--- src/rtl/wdg_pkg.sv ---
// Shared definitions for the watchdog block family: bus FSM encodings, register map and reset defaults.
// Pure declarations; no logic or timing of its own.
package wdg_pkg;

    typedef enum logic [1:0] {
        IDLE  = 2'b00,
        READ  = 2'b01,
        WRITE = 2'b10
    } bus_state_t;

    typedef enum logic {
        RUN  = 1'b0,
        HOLD = 1'b1
    } str_state_t;

    localparam logic [31:0] CSR_OFS = 32'h0000_0000;
    localparam logic [31:0] CFG_OFS = 32'h0000_0004;
    localparam logic [31:0] IRQ_OFS = 32'h0000_0008;

    localparam int CSR_WWDGF = 0;
    localparam int CSR_IWDGF = 1;
    localparam int CSR_SWF   = 2;
    localparam int CSR_SWRST = 6;
    localparam int CSR_RMVF  = 7;

    localparam int IRQ_EWIF  = 0;
    localparam int IRQ_EWIE  = 1;

    localparam logic [7:0] LEN_RST = 8'd15;

endpackage

--- src/rtl/wdg_rst_ctrl_if.sv ---
// Wishbone-style slave bus shared by the watchdog blocks.
// Ack comes one cycle after cyc is sampled; the slave never stalls beyond that.
interface wdg_rst_ctrl_if #(
  parameter int DAT_SIZE = 8
);
  logic [DAT_SIZE-1:0] dat_m2s;
  logic [31:0]         adr_m2s;
  logic                cyc_m2s;
  logic                we_m2s;
  logic                stb_m2s;
  logic [DAT_SIZE-1:0] dat_s2m;
  logic                ack_s2m;

  modport master (
    output dat_m2s, adr_m2s, cyc_m2s, we_m2s, stb_m2s,
    input  dat_s2m, ack_s2m
  );

  modport slave (
    input  dat_m2s, adr_m2s, cyc_m2s, we_m2s, stb_m2s,
    output dat_s2m, ack_s2m
  );
endinterface

--- src/rtl/rst_stretch.sv ---
// Reset pulse stretcher: pulse_out rises the cycle after src is sampled high and stays high
// for len+1 cycles after the last high src cycle; no input backpressure, src retriggers reload.
module rst_stretch
  import wdg_pkg::*;
(
  input  logic       clk,
  input  logic       rst,
  input  logic       src,
  input  logic [7:0] len,
  output logic       pulse_out
);

  str_state_t state;
  logic [7:0] cnt;

  // pulse_out tracks the next state so the output is registered yet only one cycle behind src.
  always_ff @(posedge clk) begin
    if (rst) begin
      state     <= RUN;
      cnt       <= 8'd0;
      pulse_out <= 1'b0;
    end else begin
      unique case (state)
        RUN: begin
          if (src) begin
            state     <= HOLD;
            cnt       <= len;
            pulse_out <= 1'b1;
          end else begin
            pulse_out <= 1'b0;
          end
        end
        HOLD: begin
          if (src) begin
            cnt       <= len;
            pulse_out <= 1'b1;
          end else if (cnt == 8'd0) begin
            state     <= RUN;
            pulse_out <= 1'b0;
          end else begin
            cnt       <= cnt - 8'd1;
            pulse_out <= 1'b1;
          end
        end
        default: begin
          state     <= RUN;
          pulse_out <= 1'b0;
        end
      endcase
    end
  end

endmodule

--- src/rtl/wdg_rst_ctrl.sv ---
// Watchdog reset/interrupt controller: stretched sys_rst, maskable irq, sticky cause flags on the bus.
// Bus ack one cycle after cyc; sys_rst one cycle after a source; flags survive sys_rst (only rst clears).
module wdg_rst_ctrl
  import wdg_pkg::*;
#(
  parameter int          DAT_SIZE     = 8,
  parameter logic [31:0] BASE_ADR     = 32'h0110_0100,
  parameter logic [31:0] RSTC_CSR_ADR = BASE_ADR + CSR_OFS,
  parameter logic [31:0] RSTC_CFG_ADR = BASE_ADR + CFG_OFS,
  parameter logic [31:0] RSTC_IRQ_ADR = BASE_ADR + IRQ_OFS
) (
  input  logic           clk,
  input  logic           rst,
  wdg_rst_ctrl_if.slave  bus,
  input  logic           wwdg_rst,
  input  logic           wwdg_ewi,
  input  logic           iwdg_rst,
  output logic           sys_rst,
  output logic           irq
);

  bus_state_t state;

  logic       wwdgf, iwdgf, swf;
  logic       ewif, ewie;
  logic [7:0] len;

  logic       in_xfer, wr_en;
  logic       wr_csr, wr_cfg, wr_irq;
  logic       swrst_pulse, rmvf;
  logic       src;
  logic [7:0] rd_dat;

  always_ff @(posedge clk) begin
    if (rst) begin
      state <= IDLE;
    end else begin
      unique case (state)
        IDLE:    if (bus.cyc_m2s) state <= bus.we_m2s ? WRITE : READ;
        READ:    state <= IDLE;
        WRITE:   state <= IDLE;
        default: state <= IDLE;
      endcase
    end
  end

  assign in_xfer     = (state == READ) || (state == WRITE);
  assign bus.ack_s2m = in_xfer & bus.cyc_m2s & bus.stb_m2s;

  assign wr_en  = (state == WRITE) & bus.cyc_m2s & bus.stb_m2s;
  assign wr_csr = wr_en & (bus.adr_m2s == RSTC_CSR_ADR);
  assign wr_cfg = wr_en & (bus.adr_m2s == RSTC_CFG_ADR);
  assign wr_irq = wr_en & (bus.adr_m2s == RSTC_IRQ_ADR);

  assign swrst_pulse = wr_csr & bus.dat_m2s[CSR_SWRST];
  assign rmvf        = wr_csr & bus.dat_m2s[CSR_RMVF];
  assign src         = wwdg_rst | iwdg_rst | swrst_pulse;

  // Each flag's set term is ORed after the clear so a simultaneous event is never lost.
  always_ff @(posedge clk) begin
    if (rst) begin
      wwdgf <= 1'b0;
      iwdgf <= 1'b0;
      swf   <= 1'b0;
      ewif  <= 1'b0;
      ewie  <= 1'b0;
      len   <= LEN_RST;
      irq   <= 1'b0;
    end else begin
      wwdgf <= wwdg_rst    | (wwdgf & ~rmvf);
      iwdgf <= iwdg_rst    | (iwdgf & ~rmvf);
      swf   <= swrst_pulse | (swf   & ~rmvf);
      ewif  <= wwdg_ewi    | (ewif  & ~(wr_irq & bus.dat_m2s[IRQ_EWIF]));
      if (wr_irq) ewie <= bus.dat_m2s[IRQ_EWIE];
      if (wr_cfg) len  <= bus.dat_m2s[7:0];
      irq   <= ewif & ewie;
    end
  end

  always_comb begin
    rd_dat = 8'h00;
    if (state == READ) begin
      if (bus.adr_m2s == RSTC_CSR_ADR) begin
        rd_dat[CSR_WWDGF] = wwdgf;
        rd_dat[CSR_IWDGF] = iwdgf;
        rd_dat[CSR_SWF]   = swf;
      end else if (bus.adr_m2s == RSTC_CFG_ADR) begin
        rd_dat = len;
      end else if (bus.adr_m2s == RSTC_IRQ_ADR) begin
        rd_dat[IRQ_EWIF] = ewif;
        rd_dat[IRQ_EWIE] = ewie;
      end
    end
  end

  assign bus.dat_s2m = DAT_SIZE'(rd_dat);

  rst_stretch u_stretch (
    .clk       (clk),
    .rst       (rst),
    .src       (src),
    .len       (len),
    .pulse_out (sys_rst)
  );

endmodule

--- src/flat_wrapper.sv ---
// flat-port wrapper written by rule: the top's interface ports become plain ports
module wdg_rst_ctrl_flat import wdg_pkg::*;
#(
  parameter int          DAT_SIZE     = 8,
  parameter logic [31:0] BASE_ADR     = 32'h0110_0100,
  parameter logic [31:0] RSTC_CSR_ADR = BASE_ADR + CSR_OFS,
  parameter logic [31:0] RSTC_CFG_ADR = BASE_ADR + CFG_OFS,
  parameter logic [31:0] RSTC_IRQ_ADR = BASE_ADR + IRQ_OFS
)
  (clk, rst, wwdg_rst, wwdg_ewi, iwdg_rst, sys_rst, irq, bus_dat_m2s, bus_adr_m2s, bus_cyc_m2s, bus_we_m2s, bus_stb_m2s, bus_dat_s2m, bus_ack_s2m);
  wdg_rst_ctrl_if #(.DAT_SIZE(DAT_SIZE)) bus_i ();
  input  logic clk;
  input  logic rst;
  input  logic wwdg_rst;
  input  logic wwdg_ewi;
  input  logic iwdg_rst;
  output logic sys_rst;
  output logic irq;
  input wire logic [$bits(bus_i.dat_m2s)-1:0] bus_dat_m2s;
  input wire logic [$bits(bus_i.adr_m2s)-1:0] bus_adr_m2s;
  input wire logic [$bits(bus_i.cyc_m2s)-1:0] bus_cyc_m2s;
  input wire logic [$bits(bus_i.we_m2s)-1:0] bus_we_m2s;
  input wire logic [$bits(bus_i.stb_m2s)-1:0] bus_stb_m2s;
  output wire logic [$bits(bus_i.dat_s2m)-1:0] bus_dat_s2m;
  output wire logic [$bits(bus_i.ack_s2m)-1:0] bus_ack_s2m;
  assign bus_i.dat_m2s = bus_dat_m2s;
  assign bus_i.adr_m2s = bus_adr_m2s;
  assign bus_i.cyc_m2s = bus_cyc_m2s;
  assign bus_i.we_m2s = bus_we_m2s;
  assign bus_i.stb_m2s = bus_stb_m2s;
  assign bus_dat_s2m = bus_i.dat_s2m;
  assign bus_ack_s2m = bus_i.ack_s2m;
  wdg_rst_ctrl #(.DAT_SIZE(DAT_SIZE), .BASE_ADR(BASE_ADR), .RSTC_CSR_ADR(RSTC_CSR_ADR), .RSTC_CFG_ADR(RSTC_CFG_ADR), .RSTC_IRQ_ADR(RSTC_IRQ_ADR)) u_core (.clk(clk), .rst(rst), .bus(bus_i), .wwdg_rst(wwdg_rst), .wwdg_ewi(wwdg_ewi), .iwdg_rst(iwdg_rst), .sys_rst(sys_rst), .irq(irq));
endmodule
--- config.mk ---
export PLATFORM = sky130hd
export DESIGN_NAME = wdg_rst_ctrl_flat
export DESIGN_NICKNAME = d
export VERILOG_FILES = /design/src/rtl/wdg_pkg.sv /design/src/rtl/wdg_rst_ctrl_if.sv /design/src/rtl/rst_stretch.sv /design/src/rtl/wdg_rst_ctrl.sv /design/src/flat_wrapper.sv
export SDC_FILE = /design/constraint.sdc
export NUM_CORES = 1
export LEC_CHECK = 0
export CORE_ASPECT_RATIO = 0.7
export CORE_MARGIN = 2
export CORE_UTILIZATION = 44
export DETAILED_ROUTE_END_ITERATION = 8
export GPL_TIMING_DRIVEN = 0
export MAX_ROUTING_LAYER = met4
export PLACE_DENSITY_LB_ADDON = 0.3
export SLEW_MARGIN = 40
export SYNTH_ARGS = -nofsm -noshare
export SYNTH_HDL_FRONTEND = slang
export SYNTH_HIERARCHICAL = 1
export SYNTH_SLANG_ARGS = --single-unit
--- constraint.sdc ---
create_clock -name clk -period 3.8 [get_ports clk]
set_input_delay 1.14 -clock clk [delete_from_list [all_inputs] [get_ports clk]]
set_output_delay 1.14 -clock clk [all_outputs]
set_load 0.05 [all_outputs]
; After elaboration in Yosys (flattened, before gate mapping)
; Cells that the tools add are included.
; Widths: inputs -> output; s select.
[totals]
ff_bits = 25
input_bits = 48
out_inout_bits = 11
elab_cells = 63
[op_classes]
addsub = 1
n_eq_ne = 7
n_mux = 15
n_bitwise = 25
n_reduce_logical = 5
[op_table]
columns = operator, n
row1 = $eq 32x25->1 const B, 3
row2 = $mux 8, 4
row3 = $pmux 8 s2, 1
row4 = $and 1x1->1, 15
row5 = $logic_not 8->1, 1
row6 = $sub 8x1->8 const B, 1
row7 = $mux 2, 3
row8 = $mux 6, 1
row9 = $or 1x1->1, 6
row10 = $mux 5, 1
row11 = $not 1->1, 4
row12 = $mux 1, 3
row13 = $mux 3, 1
row14 = $ne 3x2->1 const B, 1
row15 = $eq 2x1->1 const B, 1
row16 = $eq 2x2->1 const B, 1
row17 = $logic_not 2->1, 1
row18 = $ne 2x1->1 const B, 1
row19 = $pmux 1 s2, 1
row20 = $reduce_and 2->1, 1
row21 = $reduce_or 2->1, 1
row22 = $logic_or 1x1->1, 1

; Longest topological paths before layout
; Gate-level depths: netlist of the first run.
[logic_depth]
ltp_word = 8
mapped_depth = 11

; By module
; Netlist of the first run, hierarchy kept.
[modules_own_cells]
columns = mod, n_inst, cells_each, area_per_inst_um2
row1 = wdg_rst_ctrl, 1, 116, 982.2
row2 = rst_stretch, 1, 68, 573.0

; Worst setup path after synthesis of the first run
; Ideal clock, no wire load.
[synth_timing]
path_kind = input to output
from = input bus_adr_m2s[17]
to = output bus_dat_s2m[2]
arrival_ps = 3033
path_slack_ps = -373
stages = 5
cell_sequence = nor4b_2 and4_1 clkbuf_1 nand3_1 nor3_1
[synth_via]
elab_chain_len = 4
[synth_lines]
columns = item, line_no
row1 = from (decl), flat_wrapper.sv:20  ; input wire logic [$bits(bus_i.adr_m2s)-1:0] bus_adr_m2s;
row2 = $eq 32x25->1, wdg_rst_ctrl.sv:87  ; end else if (bus.adr_m2s == RSTC_CFG_ADR) begin
row3 = $mux 6, wdg_rst_ctrl.sv:87
row4 = $mux 3 (*), wdg_rst_ctrl.sv:83  ; if (bus.adr_m2s == RSTC_CSR_ADR) begin
row5 = $mux 8 (*), wdg_rst_ctrl.sv:82  ; if (state == READ) begin
row6 = to (decl), flat_wrapper.sv:24  ; output wire logic [$bits(bus_i.dat_s2m)-1:0] bus_dat_s2m;
; Every way passes the cells marked *; elsewhere a longest branch is shown, timed or not.

; Final worst setup path of the first run
[layout_timing]
from = input bus_adr_m2s[18]
to = register u_core.len[3]
[layout_via]
elab_chain_len = 2
[layout_lines]
columns = item, line_no
row1 = $eq 32x25->1, wdg_rst_ctrl.sv:52  ; assign wr_cfg = wr_en & (bus.adr_m2s == RSTC_CFG_ADR);
row2 = $and 1x1->1, wdg_rst_ctrl.sv:52
row3 = to (signal assigned), wdg_rst_ctrl.sv:75  ; if (wr_cfg) len <= bus.dat_m2s[7:0];
row4 = to (decl), wdg_rst_ctrl.sv:26  ; logic [7:0] len;
; No other way between the ends.
; A chain may end at the register's enable or synchronous reset.

==> metrics.md, run 1 <==
| Metric | Value |
|---|---|
| Worst reg2reg setup slack | `1440 ps` |
| P per Cell Area | `232.5 nW/um^2` |
| Final Hold Fails | `0` |
| Routed wire per std cell | `around 17 um` |
| Hold_sp | `u_core/iwdgf` |
| Mean Syn Cell Area | `~8.5 um^2` |
| H-tree depth | `1` |
| CP top delay family | `buffers and inverters` |
| # Max-Cap Violations | `0` |
| Hold EP | `u_core/iwdgf` |
| FF+latch area | `about 500 um^2` |
| Arrival time worst endpoint | `3970 ps` |
| Setup TNS Final | `0 ps` |
| Worst hold path type | `reg2reg` |
| Diodes inserted | `0` |
| Top FF cell, synth | `dfxtp_1` |
| Port Buf Inserts | `57` |
| Fillcell total | `274` |
| Critical-path cell with the highest stage delay | `dlygate4sd2_1` |
| Area grow syn2layout | `59.05%` |
| Sequence of cells on the critical path | `dlygate4sd2_1, nor4_4, nand4_1, buf_4, buf_4, buf_4, buf_4, buf_4, buf_4, buf_4, buf_4, buf_4, buf_4, buf_4, buf_4, nor3_4, buf_4, mux2i_1` |
| Worst Setup SP | `bus_adr_m2s[18]` |
| Row cnt | `18` |
| Number of global-route vias before repair | `~1700` |
| Core area | `~3400 um^2` |
| Synth Net Count | `roughly 240` |
| Die H | `53.74 um` |
| Post-synthesis async set-or-reset flop share | `0` |
| Hold Path Cell Cnt | `2` |
| Critical path type | `in2reg` |
| Post-synth top cells | `25 x dfxtp_1, 24 x nor2_1, 14 x a21oi_1, 12 x inv_1, 12 x nand2_1` |
| Tightest Pin Transition | `around 520 ps` |
| Post-Route WL | `around 5500 um` |
| CTS Root Cell | `clkbuf_8` |
| Area of the multi-input gates | `between 1000 and 1500 um^2` |
| Reg2Reg Depth | `11` |
| Inst Count DP | `291` |
| Share of layout cells above drive strength 1 | `0.2930` |
| Startpoint Class | `input pin` |
| Cell taking the most area after synthesis | `dfxtp_1` |
| Post-route clock period utilization | `0.9939` |
| Initial Utilization | `0.4513` |
| DR vias/cell | `~5.6` |
| Initial antenna violation count | `0` |
| CP max FO | `2` |
| Dominant cells by area after synthesis | `dfxtp_1 32%, mux2i_1 6.4%, nor2_1 5.8%, a21oi_1 4.5%, ha_1 4.0%` |
| Clock Sink Count | `25` |
| CTS tree | `yes` |
| CP max stage delay | `approximately 260 ps` |
| CP most frequent cell | `buf_4` |
| DRC Markers | `0` |
| Final ANT Viol Nets | `0` |
| Cell Area, Synth | `1555 um^2` |
| Worst r2r src | `u_core/state[0]` |
| All-Layer GR Usage | `0.2977` |
| Mapped Cells | `~180` |
| Ports | `59` |
| TritonCTS Buffers | `3` |
| Clock Skew | `14.06 ps` |
| Setup ws final | `23.20 ps` |
| Number of setup violations in the final report | `0` |
| Buf+Inv Stages, Crit Path | `14` |
| Total global routing overflow | `0` |
| Post-DP HPWL | `3341 um` |
| Register area share after synthesis | `0.3218` |
| Clock transition at path regs | `80 ps` |
| # hold bufs at CTS | `0` |
| Vias | `approximately 1800` |
| Max clock buf depth | `2` |
| Clk Latency, worst-skew pair | `around 290 ps` |
| Nets | `327` |
| Peak supply drop | `0.2213 mV` |
| Unique masters post-synth | `42` |
| Cell with the most instances after synthesis | `dfxtp_1` |
| DR iter-0 viols | `~220` |
| Fmax | `0.2648 GHz` |
| Die W | `75.06 um` |
| Power, Total | `0.5751 mW` |
| Slew HR | `0.6510` |
| Fin cells | `323` |
| R2R Path End | `u_core/u_stretch/cnt[1]` |
| Number of flops mapped to enable cells by yosys | `0` |
| Outcome | `finished, final reports clean` |
| Static Leakage | `1.031 nW` |
| Global-route wire length before repair | `8500 um` |
| YS warnings | `6` |
| Final RePlAce weighted congestion | `0.8786` |
| Area of the die | `~4000 um^2` |
| DRT Pass-1 Iters | `4` |
| Top cell type's share of synthesized area | `0.3218` |
| DP Area | `2193 um^2` |
| Fin. max-slew vios | `0` |
| Place WS | `-1092 ps` |
| Largest net degree at the start of global routing | `14` |
| Flops & latches, synth | `25` |
| Critical Path RT | `around 4000 ps` |
| Critical Path Sink Type | `register` |
| Post-Layout Inst Area | `2474 um^2` |
| Period minus WS final | `3777 ps` |
## worst max-delay path by stage
| stage | slack, ps | cells after the start | to |
|---|---|---|---|
| 2_1_floorplan | 30 | 5 | bus_dat_s2m[0] |
| 3_3_place_gp | -1040 | 7 | bus_dat_s2m[7] |
| 3_5_place_dp | -1090 | 7 | bus_dat_s2m[6] |
| 4_1_cts | 9 | 7 | bus_dat_s2m[6] |
| 5_1_grt | -70 | 18 | u_core/len[3] |
| 6_report | 20 | 18 | u_core/len[3] |
## layout make-up
type / count / area share
plain buffers: 7 / 0.01770
clock buffers: 4 / 0.01821
inverters: 12 / 0.01821
multi-input cells: 138 / 0.4219
flip-flops and latches: 25 / 0.2023
well taps: 50 / 0.02529
repair buffers: 87 / 0.2964
## placed cells by master, fill, tap and decap left out, types with 3 or more instances in the layout
| cell | count |
|---|---|
| clkbuf_2 | 12 |
| a21oi_1 | 14 |
| dfxtp_1 | 25 |
| inv_1 | 12 |
| mux2i_1 | 10 |
| nor2b_1 | 3 |
| nor2_1 | 23 |
| clkdlybuf4s15_1 | 4 |
| and4_1 | 5 |
| buf_4 | 31 |
| clkdlybuf4s50_1 | 20 |
| nand4_1 | 7 |
| o22ai_1 | 4 |
| nor4_4 | 5 |
| ha_1 | 5 |
| dlygate4sd2_1 | 11 |
| nand2_1 | 12 |
| clkbuf_1 | 4 |
| buf_6 | 9 |
| and3_1 | 3 |
| o31ai_1 | 8 |
| a31oi_1 | 3 |
| nand3_1 | 4 |
| clkbuf_8 | 3 |
## cell families (layout without fill, tap and decap cells)
family                   count (synthesis)  in the layout  share of synthesized area
AND/OR/NAND/NOR                         84             84                     0.3459
AO/OA/AOI/OAI                           36             36                     0.1537
multiplexers                            12             12                    0.07884
flip-flops                              25             25                     0.3218
XOR/XNOR                                 1              1                   0.005633
buffers and inverters                   21            110                    0.05390
adder cells (fa/ha/maj)                  5              5                    0.04023
## metal layers
layer | global-route usage | wire [um] | part of all wire | up-vias
met3 | 0.05805 | 373 | 0.068 | 12
li1 | - | - | - | 856
met4 | 0.1161 | 130 | 0.024 | 0
met1 | 0.3986 | 2441 | 0.44 | 854
met2 | 0.4444 | 2552 | 0.46 | 94
met5 | - | 0 | 0 | -
## repair_timing
action                                  CTS  global route
gates resized for setup                  93            36
setup buffers                            28             3
pin swaps                                14            10
endpoints found under the setup margin    8            13
## through the flow
step / utilization / hold slack, ps
after CTS: 0.7088 / 480.9
after global placement: 0.6365 / 456.3
final: 0.7179 / 485.4
after detailed placement: 0.6365 / 469.3
after global routing: 0.7179 / 500.9
after floorplan: - / 447.6
## tightest hold or removal path, stage by stage, from the launching register on
cell and delay [ps]:
dfxtp_1 320, o31ai_1 60, a21oi_1 60
## flip-flops by register name, summed over array words and instances (netlist names)
name                    count
u_core/ewie                 1
u_core/ewif                 1
u_core/irq                  1
u_core/iwdgf                1
u_core/len                  8
u_core/state                2
u_core/swf                  1
u_core/u_stretch/cnt        8
u_core/u_stretch/state      1
u_core/wwdgf                1
## where the power goes
part	total [mW]	internal, mW	switching, mW
clock	0.167	0.0755	0.0918
combinational	0.126	0.0637	0.0621
sequential	0.282	0.271	0.0113
total	0.575	0.410	0.165
Power figures use the tool's default switching activity.
==> run 2: changes to the inputs <==
Settings changed: PLACE_DENSITY set to 0.8, PLACE_DENSITY_LB_ADDON 0.3 to unset.
==> run 2 against run 1 <==
Effect of this change:
- first-iteration DRC count shrank 7.8%
- sequential power hardly changed
- cell area rose by 0.81%
- sequential share of layout area decreased by 0.16 points
- clock-buffer cell count decreased by 1
- critical endpoint is now bus_dat_s2m[6]
- largest cell class unchanged
- largest power group unchanged
==> metrics.md, run 2 (synthesis gave the netlist of run 1 again) <==
| Metric | Value |
|---|---|
| Peak supply drop | `approximately 0.19 mV` |
| Startpoint Class | `input pin` |
| Worst r2r src | `u_core/state[0]` |
| Final ANT Viol Nets | `0` |
| Hold Path Cell Cnt | `2` |
| Total global routing overflow | `0` |
| Vias | `between 1500 and 2000` |
| Routed wire per std cell | `~16 um` |
| Arrival time worst endpoint | `2650 ps` |
| Critical Path RT | `2660 ps` |
| All-Layer GR Usage | `0.2635` |
| Number of setup violations in the final report | `0` |
| Initial Utilization | `0.4513` |
| Static Leakage | `1.052 nW` |
| Post-route clock period utilization | `0.9970` |
| # Max-Cap Violations | `0` |
| Die W | `75.06 um` |
| Worst Setup SP | `bus_adr_m2s[13]` |
| Period minus WS final | `3789 ps` |
| Initial antenna violation count | `0` |
| TritonCTS Buffers | `3` |
| Critical path type | `in2out` |
| Global-route wire length before repair | `7624 um` |
| Die H | `roughly 54 um` |
| Share of layout cells above drive strength 1 | `0.2444` |
| P per Cell Area | `228.7 nW/um^2` |
| Worst reg2reg setup slack | `1450 ps` |
| R2R Path End | `u_core/u_stretch/cnt[1]` |
| CTS Root Cell | `clkbuf_8` |
| Hold EP | `u_core/swf` |
| Biggest registers after layout | `u_core/len (8), u_core/u_stretch/cnt (8), u_core/state (2)` |
| Post-DP HPWL | `3306 um` |
| Largest net degree at the start of global routing | `15` |
| Clk Latency, worst-skew pair | `270 ps` |
| Clock Sink Count | `25` |
| Post-Route WL | `5182 um` |
| Fmax | `0.2640 GHz` |
| DRC Markers | `0` |
| CP max FO | `6` |
| Area grow syn2layout | `60.34%` |
| Final Hold Fails | `0` |
| DR iter-0 viols | `201` |
| DRT Pass-1 Iters | `5` |
| Number of global-route vias before repair | `1641` |
| DR vias/cell | `5.688` |
| Slew HR | `0.6636` |
| Fin. max-slew vios | `0` |
| Commonest non-fill, non-tap cell in the layout | `buf_4` |
| Outcome | `finished, final reports clean` |
| Critical Path Sink Type | `output pin` |
| Core area | `3446 um^2` |
| Final RePlAce weighted congestion | `0.8998` |
| CTS tree | `yes` |
| Most frequent cells in the layout | `29 x buf_4, 25 x dfxtp_1, 23 x nor2_1` |
| Post-route core utilization | `0.7237` |
| H-tree depth | `1` |
| Diodes inserted | `0` |
| Worst hold path type | `reg2reg` |
| Clock transition at path regs | `~90 ps` |
| Reg2Reg Depth | `11` |
| WHS | `476.9 ps` |
| Ports | `59` |
| Row cnt | `18` |
| Nets | `324` |
| Port Buf Inserts | `57` |
| Area of the die | `4034 um^2` |
| Tightest Pin Transition | `503.9 ps` |
| Max clock buf depth | `2` |
| Hold_sp | `u_core/swf` |
| Clock Skew | `4.979 ps` |
-- run 2: worst max path at each step --
| stage | end | slack [ps] | cells past startpoint |
|---|---|---|---|
| after floorplan | bus_dat_s2m[0] | 30 | 5 |
| after global placement | bus_dat_s2m[7] | -1000 | 7 |
| after detailed placement | bus_dat_s2m[7] | -1020 | 7 |
| after CTS | bus_dat_s2m[6] | 5 | 7 |
| after global routing | u_core/len[1] | -100 | 17 |
| final | bus_dat_s2m[6] | 10 | 7 |
-- run 2: worst max-delay path: stages --
cell,delay [ps]
dlygate4sd2_1,250
nor4_4,300
nand4_1,220
buf_6,190
nor2_4,150
and4_1,230
buf_6,170
-- run 2: layer usage --
metal	track usage	up-vias	wire length [um]
li1	-	849	-
met1	0.3584	857	2262
met5	-	-	0
met2	0.4123	100	2442
met3	0.04682	14	378
met4	0.05655	0	97
-- run 2: area by class of cell --
class	count	area, um^2
tap	50	62.56
inverter	12	45.04
buffer	7	43.79
sequential	25	500.5
clock inverter	1	5.005
fill	279	952.2
timing repair buffer	84	754.5
multi-input combinational	138	1041
clock buffer	3	41.29
-- run 2: power by group --
group | leakage, nW | switching [mW] | total [mW] | internal, mW
clock network | 0.0255 | 0.0859 | 0.159 | 0.0734
registers | 0.205 | 0.0116 | 0.282 | 0.271
logic | 0.821 | 0.0624 | 0.129 | 0.0665
total | 1.05 | 0.160 | 0.570 | 0.410
-- run 2: per-stage QoR --
stage,cell area [um^2],setup WS [ps],setup TNS (ps),instances,power (mW)
after floorplan,1560,33.67,0,184,0.3466
after global placement,2193,-998.8,-7379,291,0.4129
after detailed placement,2193,-1019,-7501,291,0.4154
after CTS,2420,4.661,0,319,0.5611
after global routing,2494,-102.8,-629.0,320,0.5964
final,2494,11.48,0,320,0.5704
-- run 2: repair_timing --
action,4_1_cts,5_1_grt
gates cloned,0,0
hold buffers,0,0
setup buffers,27,1
setup endpoints to repair,8,13
pin swaps,13,12
gates resized for setup,84,18
==> run 3: changes to the inputs <==
Settings changed: CORE_ASPECT_RATIO 0.7 to 2.
==> run 3 against run 2 <==
Effect of this change:
- register-to-register slack improved by 30 ps
- highest routed layer unchanged
- non-clock buffer count shrank 12
- worst hold slack improved by 5.0 ps
- die area is 0.53% higher
- critical path depth stayed put
- largest power group unchanged
- global-route usage up 0.21 points
==> metrics.md, run 3 (synthesis gave the netlist of run 1 again) <==
| Metric | Value |
|---|---|
| Outcome | `finished, final reports clean` |
| Clock transition at path regs | `80 ps` |
| # Max-Cap Violations | `0` |
| Tightest Pin Transition | `496.7 ps` |
| Share of layout cells above drive strength 1 | `0.2054` |
| Die W | `46.04 um` |
| Final RePlAce weighted congestion | `0.8433` |
| Final Hold Fails | `0` |
| Post-Route WL | `4872 um` |
| Number of global-route vias before repair | `1752` |
| Critical Path RT | `2660 ps` |
| Fillcell total | `257` |
| Arrival time worst endpoint | `between 2000 and 3000 ps` |
| Number of setup violations in the final report | `0` |
| Initial Utilization | `0.4604` |
| Total global routing overflow | `0` |
| Fin. max-slew vios | `0` |
| Area grow syn2layout | `52.78%` |
| Place WS | `-1022 ps` |
| Die H | `88.08 um` |
| Post-DP HPWL | `about 3500 um` |
| Clk Latency, worst-skew pair | `270 ps` |
| Initial antenna violation count | `0` |
| Critical-path cell with the highest stage delay | `nor4_4` |
| Diodes inserted | `0` |
| Largest net degree at the start of global routing | `14` |
| CTS Root Cell | `clkbuf_8` |
| Biggest registers after layout | `u_core/len (8), u_core/u_stretch/cnt (8), u_core/state (2)` |
| Final ANT Viol Nets | `0` |
| Worst hold path type | `reg2reg` |
| CTS tree | `yes` |
| Routed wire per std cell | `roughly 17 um` |
| CP max FO | `6` |
| Critical Path Sink Type | `output pin` |
| Max clock buf depth | `2` |
| CP max stage delay | `300 ps` |
| Post-route clock period utilization | `0.9820` |
| Area of the die | `4055 um^2` |
| CP most frequent cell | `buf_6` |
| Nets | `312` |
| Ports | `59` |
| Port Buf Inserts | `57` |
| DR vias/cell | `between 5 and 6` |
| Period minus WS final | `about 3700 ps` |
| DRC Markers | `0` |
| Clock Skew | `roughly 5.0 ps` |
| Critical path type | `in2out` |
| WHS | `481.8 ps` |
| Startpoint Class | `input pin` |
| Peak supply drop | `0.2092 mV` |
| Area of the multi-input gates | `1032 um^2` |
| Fmax | `0.2680 GHz` |
| Static Leakage | `1.012 nW` |
| DR iter-0 viols | `59` |
| Global-route wire length before repair | `7700 um` |
| Worst reg2reg setup slack | `1480 ps` |
| Commonest non-fill, non-tap cell in the layout | `dfxtp_1` |
| Slew HR | `0.6683` |
| Most frequent cells in the layout | `25 x dfxtp_1, 23 x dlygate4sd2_1, 23 x nor2_1` |
| Row cnt | `30` |
| Vias | `1738` |
| RSZ-0062 raised after global routing | `false` |
| Clock Sink Count | `25` |
| Sequence of cells on the critical path | `dlygate4sd2_1, nor4_4, nand4_1, buf_6, nor2_4, and4_1, buf_6` |
| All-Layer GR Usage | `0.2656` |
| TritonCTS Buffers | `3` |
| P per Cell Area | `roughly 240 nW/um^2` |
| Setup ws final | `roughly 68 ps` |
| H-tree depth | `1` |
| DRT Pass-1 Iters | `4` |
| FF+latch area | `500.5 um^2` |
| Core area | `3378 um^2` |
-- run 3: changes by cell type in the layout (fill, tap and decap cells not counted), sizes merged --
cell	previous run	this run
dlymetal6s2s	5	6
clkinv	1	0
dlygate4sd2	19	23
clkdlybuf4s15	5	0
buf	38	27
-- run 3: area by class of cell --
cell class                 count  share of cell area
sequential                    25              0.2106
inverter                      12             0.01896
timing repair buffer          72              0.2817
clock buffer                   4             0.01896
buffer                         7             0.01843
multi-input combinational    138              0.4344
tap                           32             0.01685
-- run 3: power breakdown --
part           leakage (nW)  switching (mW)  total (mW)  internal, mW
Clock                0.0228          0.0852       0.160        0.0752
Sequential            0.205          0.0112       0.282         0.271
Combinational         0.785          0.0596       0.125        0.0655
Total                  1.01           0.156       0.567         0.411
-- run 3: worst paths after layout --
kind              cells after the start       startpoint                 endpoint
setup / recovery                      7  bus_adr_m2s[19]           bus_dat_s2m[4]
hold / removal                        2     u_core/wwdgf             u_core/wwdgf
setup reg to reg                     11  u_core/state[0]  u_core/u_stretch/cnt[1]
hold reg to reg                       2     u_core/wwdgf             u_core/wwdgf
-- run 3: stage by stage --
stage	TNS [ps]	cells	instance area, um^2	total power [mW]	utilization
2_1_floorplan	0	184	1560	0.3466	-
3_3_place_gp	-7492	273	2171	0.4135	0.6426
3_5_place_dp	-7593	273	2171	0.4166	0.6426
4_1_cts	0	290	2322	0.5644	0.6874
5_1_grt	0	290	2376	0.5881	0.7033
6_report	0	290	2376	0.5673	0.7033
-- run 3: critical path: cells and delay by family --
| kind | cells | cell delay (ps) |
|---|---|---|
| buffers and inverters | 3 | 590 |
| and+or+nand+nor | 4 | 850 |
-- run 3: layer usage --
| metal | up-vias | global-route usage | wire, um |
|---|---|---|---|
| li1 | 821 | - | - |
| met1 | 819 | 0.2395 | 1575 |
| met2 | 79 | 0.5215 | 2946 |
| met3 | 19 | 0.01649 | 188 |
| met4 | 0 | 0.1065 | 162 |
| met5 | - | - | 0 |
-- run 3: repair_timing --
| item | in CTS | in global routing |
|---|---|---|
| pin swaps | 13 | 10 |
| buffers inserted | 15 | 0 |
| gates cloned | 0 | 0 |
| hold buffers | 0 | 0 |
| setup endpoints to repair | 8 | 13 |
| resized for setup | 86 | 12 |
